<file path="config.mk">
export PLATFORM = sky130hd
export DESIGN_NAME = core_sequencer_flat
export DESIGN_NICKNAME = d
export VERILOG_FILES = /design/src/rtl/core_sequencer_if.sv /design/src/rtl/core_sequencer.sv /design/src/flat_wrapper.sv
export SDC_FILE = /design/constraint.sdc
export NUM_CORES = 1
export LEC_CHECK = 0
export CELL_PAD_IN_SITES_DETAIL_PLACEMENT = 0
export CELL_PAD_IN_SITES_GLOBAL_PLACEMENT = 1
export CORE_MARGIN = 2
export CORE_UTILIZATION = 33
export CTS_CLUSTER_SIZE = 8
export DETAILED_ROUTE_END_ITERATION = 10
export PLACE_DENSITY_LB_ADDON = 0.15
export SETUP_SLACK_MARGIN = 0.02
export SYNTH_ARGS = -nofsm -noshare
export SYNTH_HDL_FRONTEND = slang
export SYNTH_SLANG_ARGS = --single-unit
</file>
<file path="constraint.sdc">
create_clock -name clk -period 1.6 [get_ports clk]
set_input_delay 0.32 -clock clk [delete_from_list [all_inputs] [get_ports clk]]
set_output_delay 0.32 -clock clk [all_outputs]
set_load 0.005 [all_outputs]
</file>
<file path="src/rtl/core_sequencer_if.sv">
// Instruction-bus and data-bus handshake between the core sequencer and memory.
interface core_sequencer_if;
   logic instr_req;
   logic instr_ready;
   logic data_req;
   logic data_we;
   logic data_ready;

   modport master (
      output instr_req,
      output data_req,
      output data_we,
      input  instr_ready,
      input  data_ready
   );

   modport slave (
      input  instr_req,
      input  data_req,
      input  data_we,
      output instr_ready,
      output data_ready
   );
endinterface

</file>
<file path="src/rtl/core_sequencer.sv">
// Multi-cycle RV32I control FSM: fetch / decode / execute / mem / writeback,
// bus handshakes, cycle and retire counters, and trap on illegal ops or bus timeouts.
module core_sequencer #(
   parameter int unsigned MEM_TIMEOUT = 15
) (
   input  logic                    clk,
   input  logic                    reset,
   core_sequencer_if.master        bus,
   input  logic                    halt,
   output logic                    ir_we,
   input  logic                    dec_data_r,
   input  logic                    dec_data_w,
   input  logic                    dec_reg_w,
   input  logic                    dec_branch,
   input  logic                    dec_jump,
   input  logic                    dec_illegal,
   input  logic                    branch_taken,
   output logic                    alu_en,
   output logic                    reg_we,
   output logic                    pc_we,
   output logic                    pc_sel,
   output logic                    busy,
   output logic                    fault,
   output logic [1:0]              fault_code,
   output logic [2:0]              state_o,
   output logic [31:0]             cycle_count,
   output logic [31:0]             instret
);

   typedef enum logic [2:0] {
      ST_FETCH     = 3'd0,
      ST_DECODE    = 3'd1,
      ST_EXECUTE   = 3'd2,
      ST_MEM       = 3'd3,
      ST_WRITEBACK = 3'd4,
      ST_FAULT     = 3'd7
   } state_t;

   localparam bit         TIMEOUT_EN = (MEM_TIMEOUT != 0);
   localparam logic [7:0] WAIT_LIMIT = TIMEOUT_EN ? 8'(MEM_TIMEOUT - 1) : 8'd0;

   state_t     state_q;
   state_t     state_d;
   logic [7:0] wait_q;
   logic [1:0] trap_code;
   logic       waiting;
   logic       timeout_hit;

   // A cycle spent waiting on a bus; any other cycle clears the count, so
   // entry into FETCH or MEM always starts from zero.
   assign waiting = ((state_q == ST_FETCH) && !halt && !bus.instr_ready) ||
                    ((state_q == ST_MEM) && !bus.data_ready);

   // Limit reached means this is the MEM_TIMEOUT-th consecutive not-ready cycle.
   assign timeout_hit = TIMEOUT_EN && (wait_q == WAIT_LIMIT);

   assign state_o = state_q;

   always_ff @(posedge clk) begin
      // NOTE: sequential state uses non-blocking assignments so every flop
      // samples pre-edge values regardless of statement order.
      if (reset) state_q <= ST_FETCH;
      else       state_q <= state_d;
   end

   always_ff @(posedge clk) begin
      if (reset) begin
         wait_q      <= '0;
         cycle_count <= '0;
         instret     <= '0;
         fault       <= 1'b0;
         fault_code  <= 2'b00;
      end else begin
         if (waiting) wait_q <= (wait_q == 8'hFF) ? wait_q : wait_q + 8'd1;
         else         wait_q <= '0;

         if (state_q != ST_FAULT)     cycle_count <= cycle_count + 32'd1;
         if (state_q == ST_WRITEBACK) instret     <= instret + 32'd1;

         if ((state_q != ST_FAULT) && (state_d == ST_FAULT)) begin
            fault      <= 1'b1;
            fault_code <= trap_code;
         end
      end
   end

   always_comb begin
      // NOTE: every combinational output gets a default first so no path
      // through the case statement can infer a latch.
      state_d   = state_q;
      trap_code = 2'b11;
      case (state_q)
         ST_FETCH: begin
            if (!halt) begin
               if (bus.instr_ready) begin
                  state_d = ST_DECODE;
               end else if (timeout_hit) begin
                  state_d   = ST_FAULT;
                  trap_code = 2'b01;
               end
            end
         end
         ST_DECODE: begin
            if (dec_illegal || (dec_data_r && dec_data_w)) state_d = ST_FAULT;
            else                                           state_d = ST_EXECUTE;
         end
         ST_EXECUTE: begin
            state_d = (dec_data_r || dec_data_w) ? ST_MEM : ST_WRITEBACK;
         end
         ST_MEM: begin
            if (bus.data_ready) begin
               state_d = ST_WRITEBACK;
            end else if (timeout_hit) begin
               state_d   = ST_FAULT;
               trap_code = 2'b10;
            end
         end
         ST_WRITEBACK: state_d = ST_FETCH;
         ST_FAULT:     state_d = ST_FAULT;
         default:      state_d = ST_FAULT;
      endcase
   end

   always_comb begin
      bus.instr_req = 1'b0;
      ir_we         = 1'b0;
      bus.data_req  = 1'b0;
      bus.data_we   = 1'b0;
      alu_en        = 1'b0;
      reg_we        = 1'b0;
      pc_we         = 1'b0;
      pc_sel        = 1'b0;
      busy          = 1'b0;
      // Reset suppresses every strobe, dropping any request in flight.
      if (!reset) begin
         case (state_q)
            ST_FETCH: begin
               if (!halt) begin
                  bus.instr_req = 1'b1;
                  ir_we         = bus.instr_ready;
                  busy          = 1'b1;
               end
            end
            ST_DECODE: busy = 1'b1;
            ST_EXECUTE: begin
               alu_en = 1'b1;
               busy   = 1'b1;
            end
            ST_MEM: begin
               bus.data_req = 1'b1;
               bus.data_we  = dec_data_w;
               alu_en       = 1'b1;
               busy         = 1'b1;
            end
            ST_WRITEBACK: begin
               reg_we = dec_reg_w & ~dec_data_w & ~dec_branch;
               pc_we  = 1'b1;
               pc_sel = dec_jump | (dec_branch & branch_taken);
               busy   = 1'b1;
            end
            default: ;
         endcase
      end
   end

endmodule

</file>
<file path="src/flat_wrapper.sv">
// flat-port wrapper written by rule: the top's interface ports become plain ports
module core_sequencer_flat 
#(
   parameter int unsigned MEM_TIMEOUT = 15
)
  (clk, reset, halt, ir_we, dec_data_r, dec_data_w, dec_reg_w, dec_branch, dec_jump, dec_illegal, branch_taken, alu_en, reg_we, pc_we, pc_sel, busy, fault, fault_code, state_o, cycle_count, instret, bus_instr_req, bus_data_req, bus_data_we, bus_instr_ready, bus_data_ready);
  core_sequencer_if bus_i ();
  input  logic clk;
  input  logic reset;
  input  logic halt;
  output logic ir_we;
  input  logic dec_data_r;
  input  logic dec_data_w;
  input  logic dec_reg_w;
  input  logic dec_branch;
  input  logic dec_jump;
  input  logic dec_illegal;
  input  logic branch_taken;
  output logic alu_en;
  output logic reg_we;
  output logic pc_we;
  output logic pc_sel;
  output logic busy;
  output logic fault;
  output logic [1:0] fault_code;
  output logic [2:0] state_o;
  output logic [31:0] cycle_count;
  output logic [31:0] instret;
  output wire logic [$bits(bus_i.instr_req)-1:0] bus_instr_req;
  output wire logic [$bits(bus_i.data_req)-1:0] bus_data_req;
  output wire logic [$bits(bus_i.data_we)-1:0] bus_data_we;
  input wire logic [$bits(bus_i.instr_ready)-1:0] bus_instr_ready;
  input wire logic [$bits(bus_i.data_ready)-1:0] bus_data_ready;
  assign bus_instr_req = bus_i.instr_req;
  assign bus_data_req = bus_i.data_req;
  assign bus_data_we = bus_i.data_we;
  assign bus_i.instr_ready = bus_instr_ready;
  assign bus_i.data_ready = bus_data_ready;
  core_sequencer #(.MEM_TIMEOUT(MEM_TIMEOUT)) u_core (.clk(clk), .reset(reset), .bus(bus_i), .halt(halt), .ir_we(ir_we), .dec_data_r(dec_data_r), .dec_data_w(dec_data_w), .dec_reg_w(dec_reg_w), .dec_branch(dec_branch), .dec_jump(dec_jump), .dec_illegal(dec_illegal), .branch_taken(branch_taken), .alu_en(alu_en), .reg_we(reg_we), .pc_we(pc_we), .pc_sel(pc_sel), .busy(busy), .fault(fault), .fault_code(fault_code), .state_o(state_o), .cycle_count(cycle_count), .instret(instret));
endmodule
</file>
== Word-level counts from Yosys, hierarchy flattened ==
Index checks and enable logic that the tools add are counted.
Word-level totals
  register bits after elaboration: 78
  input port bits: 12
  output and inout bits: 79
  logic and storage cells: 72
Operators by class
  add/sub/neg operators: 3
  eq/ne operators: 8
  multiplexer cells: 33
  bitwise gates (word level): 7
  reduce and logical (&&, ||, !) cells: 15
Operator list (count)
  $add A32 B1 Y32 const B: 2
  $mux W1: 20
  $mux W3: 6
  $pmux W3 S5: 1
  $add A8 B1 Y8 const B: 1
  $eq A8 B4 Y1 const B: 1
  $eq A8 B8 Y1 const B: 1
  $mux W2: 4
  $eq A3 B2 Y1 const B: 2
  $eq A3 B3 Y1 const B: 2
  $logic_and A1 B1 Y1: 5
  $pmux W2 S2: 1
  $reduce_or A2 Y1: 2
  $reduce_or A4 Y1: 1
  $and A1 B1 Y1: 3
  $eq A3 B1 Y1 const B: 1
  $logic_not A1 Y1: 3
  $logic_not A3 Y1: 1
  $logic_or A1 B1 Y1: 3
  $ne A3 B3 Y1 const B: 1
  $not A1 Y1: 3
  $pmux W1 S2: 1
  $or A1 B1 Y1: 1

== Logic depth before layout (Yosys ltp) ==
  word-level depth: 7
  mapped depth: 7
  gate-level depth less buffers: 7

== Least setup slack after synthesis ==
No wires, ideal clock.
  kind: flip-flop to flip-flop
  start point: register u_core.state_q[1] (netlist: u_core.state_o[1])
  end point: register u_core.instret[28]
  library setup time: 0.059 ns
  data arrival time: 1.744 ns
  required time: 1.541 ns
  slack: -0.203 ns
  stages on the path, launching flop included: 7
  buffers on the path: 1
  period minus slack after synthesis: 1.803 ns
  path through: dfxtp_1 buf_6 nand4bb_4 nor4_4 nand3_2 or4_1 nand2_1
Between the ends
  longest elaborated chain between the ends: 1
Ends and longest elaborated chain
  start, declared: RTL line core_sequencer.sv:42  | state_t state_q;
  start signal, assigned: RTL line core_sequencer.sv:63  | else state_q <= state_d;
  $eq A3 B3 Y1: RTL line core_sequencer.sv:78  | if (state_q == ST_WRITEBACK) instret <= instret + 32'd1;
  end signal, assigned: RTL line core_sequencer.sv:78
  end, declared: RTL line core_sequencer.sv:27  | output logic [31:0] instret
Every way passes these cells.
A chain may end at the register's enable or synchronous reset.

== Final worst setup path ==
  start point: register u_core.state_q[1] (netlist: u_core.state_o[1])
  end point: output ir_we
Between the ends
  longest elaborated chain between the ends: 3
Ends and longest elaborated chain
  $logic_not A3 Y1: RTL line core_sequencer.sv:136  | case (state_q)
  $mux W1: RTL line core_sequencer.sv:136
  $mux W1: RTL line core_sequencer.sv:135  | if (!reset) begin
  end, declared: RTL line flat_wrapper.sv:11  | output logic ir_we;
Every way passes these cells.

==> impl_metrics.tcl <==
set metrics [dict create \
    finalCritPeriodShare_pct 122 \
    worst_pin_slew_ns 0.415 \
    powerDensity_nw_per_um2 814 \
    utilization_pct 59.3 \
    ys.flop_type "dfxtp_1" \
    slew_viol_final 0 \
    synth-seq-cells 78 \
    switching_share_pct 24.7 \
    setup_viol 68 \
    pre_cts_ws_ns -0.702 \
    grt_use_total_pct 18.2 \
    fp.dieH_um 110 \
    dr.pass1.iters 4 \
    drt_iter0_drc 164 \
    numCtsBuffers 9 \
    insertion_delay_ns 0.34 \
    async_flop_share_pct 0 \
    drive_above_1_share_pct 42.4 \
    clkSinkCount 78 \
    p_sw_mw 1.30 \
    wl_per_cell_um 13.8 \
    worstPathArrival_ns 1.62 \
    area_growth_pct 74.4 \
    violations "setup timing" \
    synth_nets 443 \
    drtAntennaViolNets 0 \
    num_rows 38 \
    yosys.area.top_type "dfxtp_1" \
    clk_pin_slew_ns 0.06 \
    final_cell_mix "buf_4, nor2_1, dlygate4sd2_1, dfxtp_2, xor2_1" \
    pwr-share-clk_pct 41.8 \
    wirelength_um 10800 \
    io_buffers 90 \
    worst_slew_margin_rel_pct 72.4 \
    coreArea_sq_um 10900 \
    clockBufferDepth 2 \
    seqPwrFrac_pct 38.3 \
    power_frac_comb_pct 19.9 \
    peakVddDrop_mv 0.474 \
    run_status "finished with violations" \
    antenna_found_initial 0 \
    num-fill-cells 990 \
    p_leak_nw 2.82 \
    busiest_layer "met2" \
    ys_types 53 \
    crit_path_start_kind "flop" \
    use_met1_pct 23.7 \
    start_util_pct 34.0 \
    overflow 0 \
    ys_seq_area_share_pct 42.0 \
    grt_use_met3_pct 3.23 \
    fmax_ghz 0.514 \
    p_int_mw 3.97 \
    min_path_type "flop to flop" \
    cts_tree "built" \
    hold_viol 0 \
    routed_via_density 4.88 \
    cap_violations 0 \
    finalSetupTns_ns -10.10 \
    grtUsageMet2_pct 30.3 \
    crit_path_end_kind "output port" \
    synth.avg_cell_area_sq_um 8.71 \
    synthDominantCellAreaShare_pct 42.0 \
    rsz0062_at_grt "yes" \
    power_mw 5.28 \
    clockRootBuffer "clkbuf_16" \
    yosys_warnings 0 \
    required_ns 1.28 \
    hold_buffers 0 \
    min_period_ns 1.94 \
    postSynthCellCount 427 \
    worstPathMaxFanout 2 \
    critPathKind "flop to output port" \
    layout.nets 652 \
    h-tree-depth 3 \
    vias 3812 \
    place_congestion 0.791 \
    io_pins 91 \
    dpl.hpwl_um 7350 \
    syn-cell-area_sq_um 3720 \
    dieArea_sq_um 12100 \
    synth.area.top_cells "dfxtp_1, xor2_1, nor2_1" \
    final_common_cell "buf_4" \
    grt_start_max_net_pins 37 \
    setup_ws_ns -0.345 \
    grt_pass1_vias 3715 \
    clock_skew_ns 0.00784 \
    synth-edff-count 0 \
    hold-worst-slack_ns 0.475 \
    die-width_um 110 \
    n_antenna_cell 0 \
    drcViolationCount 0 \
    grt_pass1_wl_um 17400 \
]
-- cell type report --
type	count	area, sq um	share of cell area [%]
clock buffers	12	246	3.80
clock inverters	4	70.1	1.08
inverters	7	26.3	0.405
multi-input cells	323	2440	37.6
flip-flops and latches	78	1620	25.0
well taps	140	175	2.70
repair buffers	217	1910	29.4
-- metrics by stage --
stage,area [sq um],instances
finish,6480,781
global route,6480,781
CTS,6240,773
detailed placement,5520,736
global placement,5520,736
floorplan,3820,427
-- worst max-delay path, cell delays in order, from the launching register on --
cell     delay, ns
dfxtp_2       0.32
or2_4         0.25
or4_4         0.44
inv_2         0.07
and2_1        0.11
buf_2         0.11
-- layer usage --
| metal | up-vias | routed length, um |
|---|---|---|
| met5 | - | 0 |
| met4 | 0 | 151 |
| met3 | 11 | 410 |
| met2 | 64 | 5220 |
| met1 | 1809 | 4990 |
| li1 | 1928 | - |
-- worst paths after layout --
kind / start / slack (ns) / depth (start not counted) / to
min reg2reg: u_core.fault$_SDFFE_PP0P_ / 0.48 / 2 / u_core.fault$_SDFFE_PP0P_
min: u_core.fault$_SDFFE_PP0P_ / 0.48 / 2 / u_core.fault$_SDFFE_PP0P_
max reg2reg: u_core.state_o[1]$_SDFF_PP0_ / -0.34 / 7 / u_core.cycle_count[27]$_SDFFE_PP0P_
max: u_core.state_o[1]$_SDFF_PP0_ / -0.34 / 5 / ir_we
-- cells in the mapped netlist, drive strengths merged (2+ instances only) --
cell    instances
dfxtp          78
nor2           68
xor2           38
nand2          27
nand3          27
nand4          23
a21oi          20
o21ai          14
and3           13
xnor2          13
or3            11
clkbuf         10
and4            9
buf             9
nor3            9
inv             7
nand2b          7
or4             6
nor2b           5
ha              4
and2            3
nor4            3
o31ai           3
a211oi          2
and4b           2
-- power groups by stage --
stage / Sequential (mW) / Clock (mW) / Combinational, mW
floorplan: 2.08 / 0 / 0.354
global placement: 2.06 / 0 / 0.743
detailed placement: 2.06 / 0 / 0.752
CTS: 2.02 / 2.27 / 1.01
global route: 2.03 / 2.35 / 1.13
finish: 2.02 / 2.21 / 1.05
-- cells by family (layout without fill, tap and decap cells) --
group / count (synthesis) / in the layout / share of synthesized area, %
multiplexers: 1 / 1 / 0.269
XOR/XNOR: 51 / 51 / 12.0
adder cells (fa/ha/maj): 4 / 4 / 1.35
flip-flops: 78 / 78 / 42.0
AND/OR/NAND/NOR: 218 / 218 / 32.7
AO/OA/AOI/OAI: 49 / 49 / 7.81
buffers and inverters: 26 / 240 / 3.87
-- sequential cells by signal, indices dropped and copies added, names as in the netlist --
register            count
u_core.cycle_count     32
u_core.instret         32
u_core.wait_q           8
u_core.state_o          3
u_core.fault_code       2
u_core.fault            1
-- what timing repair did --
action / CTS / global route
endpoints found under the setup margin: 119 / 84
setup buffers: 23 / 10
pin swaps: 51 / 40
resized for setup: 177 / 47
(Power assumes the default switching activity.)
